**src/rtl/cordic_pipe.sv**
```systemverilog
// Fully pipelined CORDIC: a quadrant pre-rotation stage followed by STAGES micro-rotations.
// Each sample selects rotation (drive z to 0) or vectoring (drive y to 0); x/y keep the CORDIC gain.

module cordic_pipe #(
   parameter int WIDTH   = 16,
   parameter int ANGLE_W = 16,
   parameter int STAGES  = 14
) (
   input  logic                      clk,
   input  logic                      rst_n,
   input  logic                      en,
   input  logic                      in_valid,
   input  logic                      mode_in,
   input  logic signed [WIDTH-1:0]   x_in,
   input  logic signed [WIDTH-1:0]   y_in,
   input  logic signed [ANGLE_W-1:0] z_in,
   output logic                      out_valid,
   output logic signed [WIDTH-1:0]   x_out,
   output logic signed [WIDTH-1:0]   y_out,
   output logic signed [ANGLE_W-1:0] z_out,
   output logic                      mode_out
);

   localparam logic signed [ANGLE_W-1:0] HALF_PI = {2'b01, {(ANGLE_W-2){1'b0}}};

   // atan(2^-i) scaled so that 2^31 represents pi
   function automatic logic [31:0] atanTable(input int i);
      logic [31:0] t;
      case (i)
         0:       t = 32'h20000000;
         1:       t = 32'h12E4051E;
         2:       t = 32'h09FB385B;
         3:       t = 32'h051111D4;
         4:       t = 32'h028B0D43;
         5:       t = 32'h0145D7E1;
         6:       t = 32'h00A2F61E;
         7:       t = 32'h00517C55;
         8:       t = 32'h0028BE53;
         9:       t = 32'h00145F2F;
         10:      t = 32'h000A2F98;
         11:      t = 32'h000517CC;
         12:      t = 32'h00028BE6;
         13:      t = 32'h000145F3;
         14:      t = 32'h0000A2FA;
         15:      t = 32'h0000517D;
         16:      t = 32'h000028BE;
         17:      t = 32'h0000145F;
         18:      t = 32'h00000A30;
         19:      t = 32'h00000518;
         20:      t = 32'h0000028C;
         21:      t = 32'h00000146;
         22:      t = 32'h000000A3;
         23:      t = 32'h00000051;
         default: t = 32'h00000000;
      endcase
      return t;
   endfunction

   // Round-to-nearest narrowing; the extra LSB keeps the shift legal when ANGLE_W is 32
   function automatic logic signed [ANGLE_W-1:0] atanRounded(input int i);
      logic [32:0] sum;
      sum = {atanTable(i), 1'b0} + (33'd1 << (32 - ANGLE_W));
      return $signed(ANGLE_W'(sum >> (33 - ANGLE_W)));
   endfunction

   logic signed [WIDTH-1:0]   xs [0:STAGES];
   logic signed [WIDTH-1:0]   ys [0:STAGES];
   logic signed [ANGLE_W-1:0] zs [0:STAGES];
   logic                      vs [0:STAGES];
   logic                      ms [0:STAGES];

   logic signed [WIDTH-1:0]   preX, preY;
   logic signed [ANGLE_W-1:0] preZ;
   logic signed [WIDTH-1:0]   pX, pY;
   logic signed [ANGLE_W-1:0] pZ;
   logic                      pV, pM;

   // Fold the vector into the right half-plane so the micro-rotations can converge
   always_comb begin
      preX = x_in;
      preY = y_in;
      preZ = z_in;
      if (!mode_in) begin
         if (z_in > HALF_PI) begin
            preX = -y_in;
            preY = x_in;
            preZ = z_in - HALF_PI;
         end else if (z_in < -HALF_PI) begin
            preX = y_in;
            preY = -x_in;
            preZ = z_in + HALF_PI;
         end
      end else if (x_in[WIDTH-1]) begin
         if (!y_in[WIDTH-1]) begin
            preX = y_in;
            preY = -x_in;
            preZ = z_in + HALF_PI;
         end else begin
            preX = -y_in;
            preY = x_in;
            preZ = z_in - HALF_PI;
         end
      end
   end

   always_ff @(posedge clk or negedge rst_n) begin
      if (!rst_n) begin
         pX <= '0;
         pY <= '0;
         pZ <= '0;
         pV <= 1'b0;
         pM <= 1'b0;
      end else if (en) begin
         pX <= preX;
         pY <= preY;
         pZ <= preZ;
         pV <= in_valid;
         pM <= mode_in;
      end
   end

   assign xs[0] = pX;
   assign ys[0] = pY;
   assign zs[0] = pZ;
   assign vs[0] = pV;
   assign ms[0] = pM;

   for (genvar i = 0; i < STAGES; i++) begin : gStage
      localparam logic signed [ANGLE_W-1:0] ATAN = atanRounded(i);

      logic                      dirPos;
      logic signed [WIDTH-1:0]   xR, yR;
      logic signed [ANGLE_W-1:0] zR;
      logic                      vR, mR;

      assign dirPos = ms[i] ? ys[i][WIDTH-1] : !zs[i][ANGLE_W-1];

      always_ff @(posedge clk or negedge rst_n) begin
         if (!rst_n) begin
            xR <= '0;
            yR <= '0;
            zR <= '0;
            vR <= 1'b0;
            mR <= 1'b0;
         end else if (en) begin
            xR <= dirPos ? xs[i] - (ys[i] >>> i) : xs[i] + (ys[i] >>> i);
            yR <= dirPos ? ys[i] + (xs[i] >>> i) : ys[i] - (xs[i] >>> i);
            zR <= dirPos ? zs[i] - ATAN : zs[i] + ATAN;
            vR <= vs[i];
            mR <= ms[i];
         end
      end

      assign xs[i+1] = xR;
      assign ys[i+1] = yR;
      assign zs[i+1] = zR;
      assign vs[i+1] = vR;
      assign ms[i+1] = mR;
   end

   assign out_valid = vs[STAGES];
   assign x_out     = xs[STAGES];
   assign y_out     = ys[STAGES];
   assign z_out     = zs[STAGES];
   assign mode_out  = ms[STAGES];

endmodule

```
**config.mk**
```make
export PLATFORM = sky130hd
export DESIGN_NAME = cordic_pipe
export DESIGN_NICKNAME = d
export VERILOG_FILES = /design/src/rtl/cordic_pipe.sv
export SDC_FILE = /design/constraint.sdc
export NUM_CORES = 2
export LEC_CHECK = 0
export ABC_CLOCK_PERIOD_IN_PS = 6790
export CAP_MARGIN = 10
export CORE_ASPECT_RATIO = 2
export CORE_MARGIN = 3
export CORE_UTILIZATION = 40
export CTS_CLUSTER_SIZE = 40
export DETAILED_ROUTE_END_ITERATION = 8
export SYNTH_ARGS = -nofsm -noshare
export SYNTH_HDL_FRONTEND = slang
export SYNTH_SLANG_ARGS = --single-unit
```
**constraint.sdc**
```tcl
create_clock -name clk -period 6.79 [get_ports clk]
set_input_delay 1.0185 -clock clk [delete_from_list [all_inputs] [get_ports clk]]
set_output_delay 1.0185 -clock clk [all_outputs]
set_load 0.1 [all_outputs]
```
* Word level (Yosys, flattened, before mapping)
Cells that the tools add are included.
** Operators by class
- $add $sub $neg :: 87
- Bitwise gates (word level) :: 0
- Reduce and logical (&&, ||, !) cells :: 14
- Eq/ne operators :: 0
- Mux-type cells :: 71
- $mul :: 0
- Div/mod/pow operators :: 0
- Order comparisons :: 2
- Shifts and indexed selects :: 0
** Operator list (count)
- two-way mux 16 bit :: 57
- adder 16 x 10 -> 16 bit :: 2
- adder 16 x 11 -> 16 bit :: 2
- adder 16 x 12 -> 16 bit :: 2
- adder 16 x 13 -> 16 bit :: 2
- adder 16 x 14 -> 16 bit :: 2
- adder 16 x 15 -> 16 bit :: 2
- adder 16 x 3 -> 16 bit :: 2
- adder 16 x 4 -> 16 bit :: 2
- adder 16 x 5 -> 16 bit :: 2
- adder 16 x 6 -> 16 bit :: 2
- adder 16 x 7 -> 16 bit :: 2
- adder 16 x 8 -> 16 bit :: 2
- adder 16 x 9 -> 16 bit :: 2
- negation 16 bit :: 2
- subtractor 16 x 10 -> 16 bit :: 2
- subtractor 16 x 11 -> 16 bit :: 2
- subtractor 16 x 12 -> 16 bit :: 2
- subtractor 16 x 13 -> 16 bit :: 2
- subtractor 16 x 14 -> 16 bit :: 2
- subtractor 16 x 15 -> 16 bit :: 2
- subtractor 16 bit :: 2
- subtractor 16 x 3 -> 16 bit :: 2
- subtractor 16 x 4 -> 16 bit :: 2
- 40 further kinds :: 71
** Storage, ports and cells
- Bits in latches :: 0
- Logic and storage cells :: 249
- Output and inout port bits :: 50
- ROM bits :: 0
- Bits in writable memories :: 0
- Memories kept :: 0
- Flip-flop bits (word level) :: 750

* Depth between registers and ports, before layout
- Word-level depth :: 4
- Mapped depth :: 16
- Gate-level depth less buffers :: 15

* Worst setup path after synthesis
Ideal clock, no wire load.
- Path type :: register -> register
- Start :: reg gStage[10].yR[15]
- End :: reg gStage[11].xR[14]
- Slack :: 2.596 ns
- Period minus slack after synthesis :: 4.194 ns
- Setup time :: 0.125 ns
- Arrival :: 4.069 ns
- Path buffers :: 1
- Cell stages (with the launch flop) :: 15
- Cells stage by stage :: dfrtp_1 buf_2 clkinv_1 a21oi_1 clkinv_1 nor2_1 a21oi_1 fa_1 a21o_1 a21oi_1 o21ai_0 a211o_1 a31oi_1 xnor2_1 mux2_2
** Between the ends
- Word-level cells in the longest chain between the ends :: 2
- Elaborated cells between the ends (all ways) :: 4
- Classes of those cells :: add/sub: 2; mux: 2
** Ends and longest elaborated chain
- start: declaration :: line 132 : logic signed [WIDTH-1:0] xR, yR;
- start signal: assignment :: line 147 : yR <= dirPos ? ys[i] + (xs[i] >>> i) : ys[i] - (xs[i] >>> i);
- adder 16 x 5 -> 16 bit (tied with other cells) :: line 146 : xR <= dirPos ? xs[i] - (ys[i] >>> i) : xs[i] + (ys[i] >>> i);
- two-way mux 16 bit * :: line 146
- end signal: assignment :: line 146
- end: declaration :: line 132
Every way passes the cells marked *; elsewhere a longest branch is shown, timed or not.
A chain may end at the register's enable or synchronous reset.

* Worst setup path after layout
- Start :: reg gStage[3].yR[15]
- End :: reg gStage[4].zR[13]
** Between the ends
- Word-level cells in the longest chain between the ends :: 2
** Ends and longest elaborated chain
- start: declaration :: line 132
- start signal: assignment :: line 147
- two-way mux 1 bit :: line 136 : assign dirPos = ms[i] ? ys[i][WIDTH-1] : !zs[i][ANGLE_W-1];
- two-way mux 16 bit :: line 148 : zR <= dirPos ? zs[i] - ATAN : zs[i] + ATAN;
- end signal: assignment :: line 148
- end: declaration :: line 133 : logic signed [ANGLE_W-1:0] zR;
Every way passes these cells.

==> run metrics <==
critical-path maximum fanout=22; Initial Util=roughly 40%; hold crit path type=in -> async; Syn Area/Cell=about 8.8 um2; CORE AREA=around 160000 um2; largest area contributor in the netlist=dfrtp_1; via count=55429; DR iter-0 viols=2603; unrepaired setup endpoints after global routing=no; cts repair resizes=0; Synthesized Nets=roughly 8200; CP required=7.29 ns; DP Wirelength=~160000 um; die area=around 170000 um2; overall die width=between 200 and 300 um; clk sinks=749; Max clock buf depth=3; GPL Wtd Cong=between 0.9 and 1; worst path arrival time=just over 5 ns; Ys Warns=0; Synth Area in Adders=14.91%; vias in the first global route=roughly 57000; clock transition at the registers of the reported paths=0.07 ns; CTS buffer count=80; synthesized instance count=7359; status=completed; H-tree Lvls=3; Synth Area in Simple Gates=approximately 15%; Period Utilization, post-route=around two thirds; asr flop ratio synth=100.0%; final setup fails=0; Total Wirelength=201300 um; IO Port Bufs=around 100; met1 GRT Util=around a fifth; setup ws final=~2.2 ns; Slew Limit Fails=0; Overall Global Routing Usage=a little under a quarter; R2R depth=12; CP Launch Type=flop; actual slew at the worst max-slew pin=1.300 ns; ANT nets after route=0; element type at the critical path end=flop; first-pass GRT wire length=~320000 um; Max-slew headroom=12.65%; Die Ht=around 570 um; Unique masters post-synth=93; top achievable clock speed=approximately 220 MHz; GRT Residual Overflow=0; Clock Skews=roughly 0.034 ns; fin nets=around 8100; largest cells by area after synthesis=dfrtp_1, ha_1, mux2_2, xnor2_1, a21oi_1; largest family of logic cells by synthesized area=compound AO/OA/AOI/OAI gates; share of cells above drive strength 1=8.444%; post-CTS setup buffers=0; drt via density=5.846; top cells by count, synth=dfrtp_1, ha_1, a21oi_1, nor2_1, nand2_1; CTS Root Cell=clkbuf_16; Post-CTS Hold Fix Bufs=0; compound-gate portion of the synthesized area=22.12%; DR pass1 iterations=7; number of synthesized register bits=749; type of the worst setup path=reg -> reg; Fin. Hold Viols=0; CTS tree=built; fin crit period=4.632 ns; share of Yosys cell area claimed by the top area cell type=a little under 30%; post-synthesis sequential area ratio=roughly 29%; Remaining DRCs=0; Clock Latency Late Sink=0.68 ns; top-count cell post-synth=dfrtp_1; pre-CTS setup slack=roughly 2.3 ns; Synth Area in XOR/XNOR=8.267%; row cnt=between 200 and 250; initial antenna violation count=2; Post-synth EDFFs=0; largest net degree at the start of global routing=180; I/O Pins=103; Reg2Reg Setup Slack=about 2.2 ns; setup tns final=0 ns; met2 Use GR=48.85%; max_cap viols=0; Core Util, Final=about 44%; post-synthesis mux area share=under 10%; post-DR wirelength/cell=between 20 and 25 um; Min Hold Slack=about 0.34 ns; busiest grt layer=met2; area growth from synthesis to layout=9.047%; Top FF cell, synth=dfrtp_1; Synth Cell Area=about 65000 um2; M3 GR Usage=under 10%
-- per-layer routing --
layer | vias up | wire length (um) | part of all wire, %
met4 | 0 | 17190 | 8.5
li1 | 26805 | - | -
met3 | 633 | 5049 | 2.5
met2 | 1156 | 114600 | 57
met1 | 26835 | 64480 | 32
met5 | - | 0 | 0
-- state kept, by name (all words and copies together), names as in the netlist --
name	count
pZ	16
pV	1
mode_out	1
x_out	16
gStage.zR	208
gStage.mR	13
pY	16
out_valid	1
gStage.xR	208
z_out	16
pM	1
pX	16
y_out	16
gStage.vR	13
gStage.yR	207
-- worst max-delay path: stages (launching register included) --
cell and delay [ns]:
dfrtp_1 0.55, nand2b_1 0.26, and2_1 0.18, buf_4 0.22
inv_1 0.61, ha_1 0.38, a211o_1 0.33, a2111oi_0 0.73
o21ai_0 0.37, o41a_1 0.43, o21ai_0 0.11, xor2_1 0.17
a21oi_1 0.08
-- cell usage in the layout (no fill, tap or decap), types with 21 or more instances in the layout --
master           Yosys  routed
dfrtp_1            749     749
ha_1               700     700
a21oi_1            655     651
nor2_1             596     595
nand2_1            512     512
o21ai_0            451     451
xnor2_1            440     440
mux2_2             348     348
inv_1              308     308
nor3_1             242     242
a21o_1             196     196
xor2_1             169     169
o21a_1             147     147
nand3_1            122     122
a211oi_1           113     113
nor2b_1            110     110
clkdlybuf4s50_1      0      94
nand2b_1            91      91
o31ai_1             82      82
clkbuf_16            0      81
o211ai_1            76      76
a31oi_1             74      74
or3_1               64      64
and3_1              62      62
o21bai_1            57      57
mux2i_1             46      46
nand4_1             45      45
buf_4                4      44
fa_1                43      43
o22ai_1             38      38
o311ai_0            37      37
nand3b_1            29      29
and2_1              29      29
nor4_1              27      27
or2_2               26      26
or4_1               23      23
o2111ai_1           23      23
a211o_1             23      23
nor3b_1             21      21
-- metrics by stage --
step                cells  instance area (um2)
floorplan            7359                64520
global placement     9336                67570
detailed placement   9336                67570
CTS                  9480                70350
global route         9482                70350
finish               9482                70350
-- cells by family after synthesis --
group,after synthesis
AOI/OAI and AO/OA,2228
and+or+nand+nor,2059
buffers and inverters,577
xor gates and xnor gates,609
DFF,749
muxes,394
adders and majority gates,743
-- layout make-up --
class,count,area [um2]
flip-flops and latches,749,18740
fillers,15952,89190
clock inverters,36,459.2
diodes,2,5.005
well taps,2090,2615
repair buffers,150,1486
inverters,314,1186
clock buffers,108,2318
multi-input cells,6033,43540
-- worst paths after layout --
| check | startpoint | endpoint |
|---|---|---|
| worst max-delay path | gStage[3].yR[15]$_DFFE_PN0P_ | gStage[4].zR[13]$_DFFE_PN0P_ |
| worst min-delay path | rst_n | x_out[14]$_DFFE_PN0P_ |
| worst max register to register | gStage[3].yR[15]$_DFFE_PN0P_ | gStage[4].zR[13]$_DFFE_PN0P_ |
| worst min register to register | y_out[3]$_DFFE_PN0P_ | y_out[3]$_DFFE_PN0P_ |
| max in group asynchronous | rst_n | pZ[1]$_DFFE_PN0P_ |
| min in group clk | y_out[3]$_DFFE_PN0P_ | y_out[3]$_DFFE_PN0P_ |
Power is left out: the tool's default activity adds up to more than one toggle a clock period on the data nets, which glitch-free logic cannot reach.
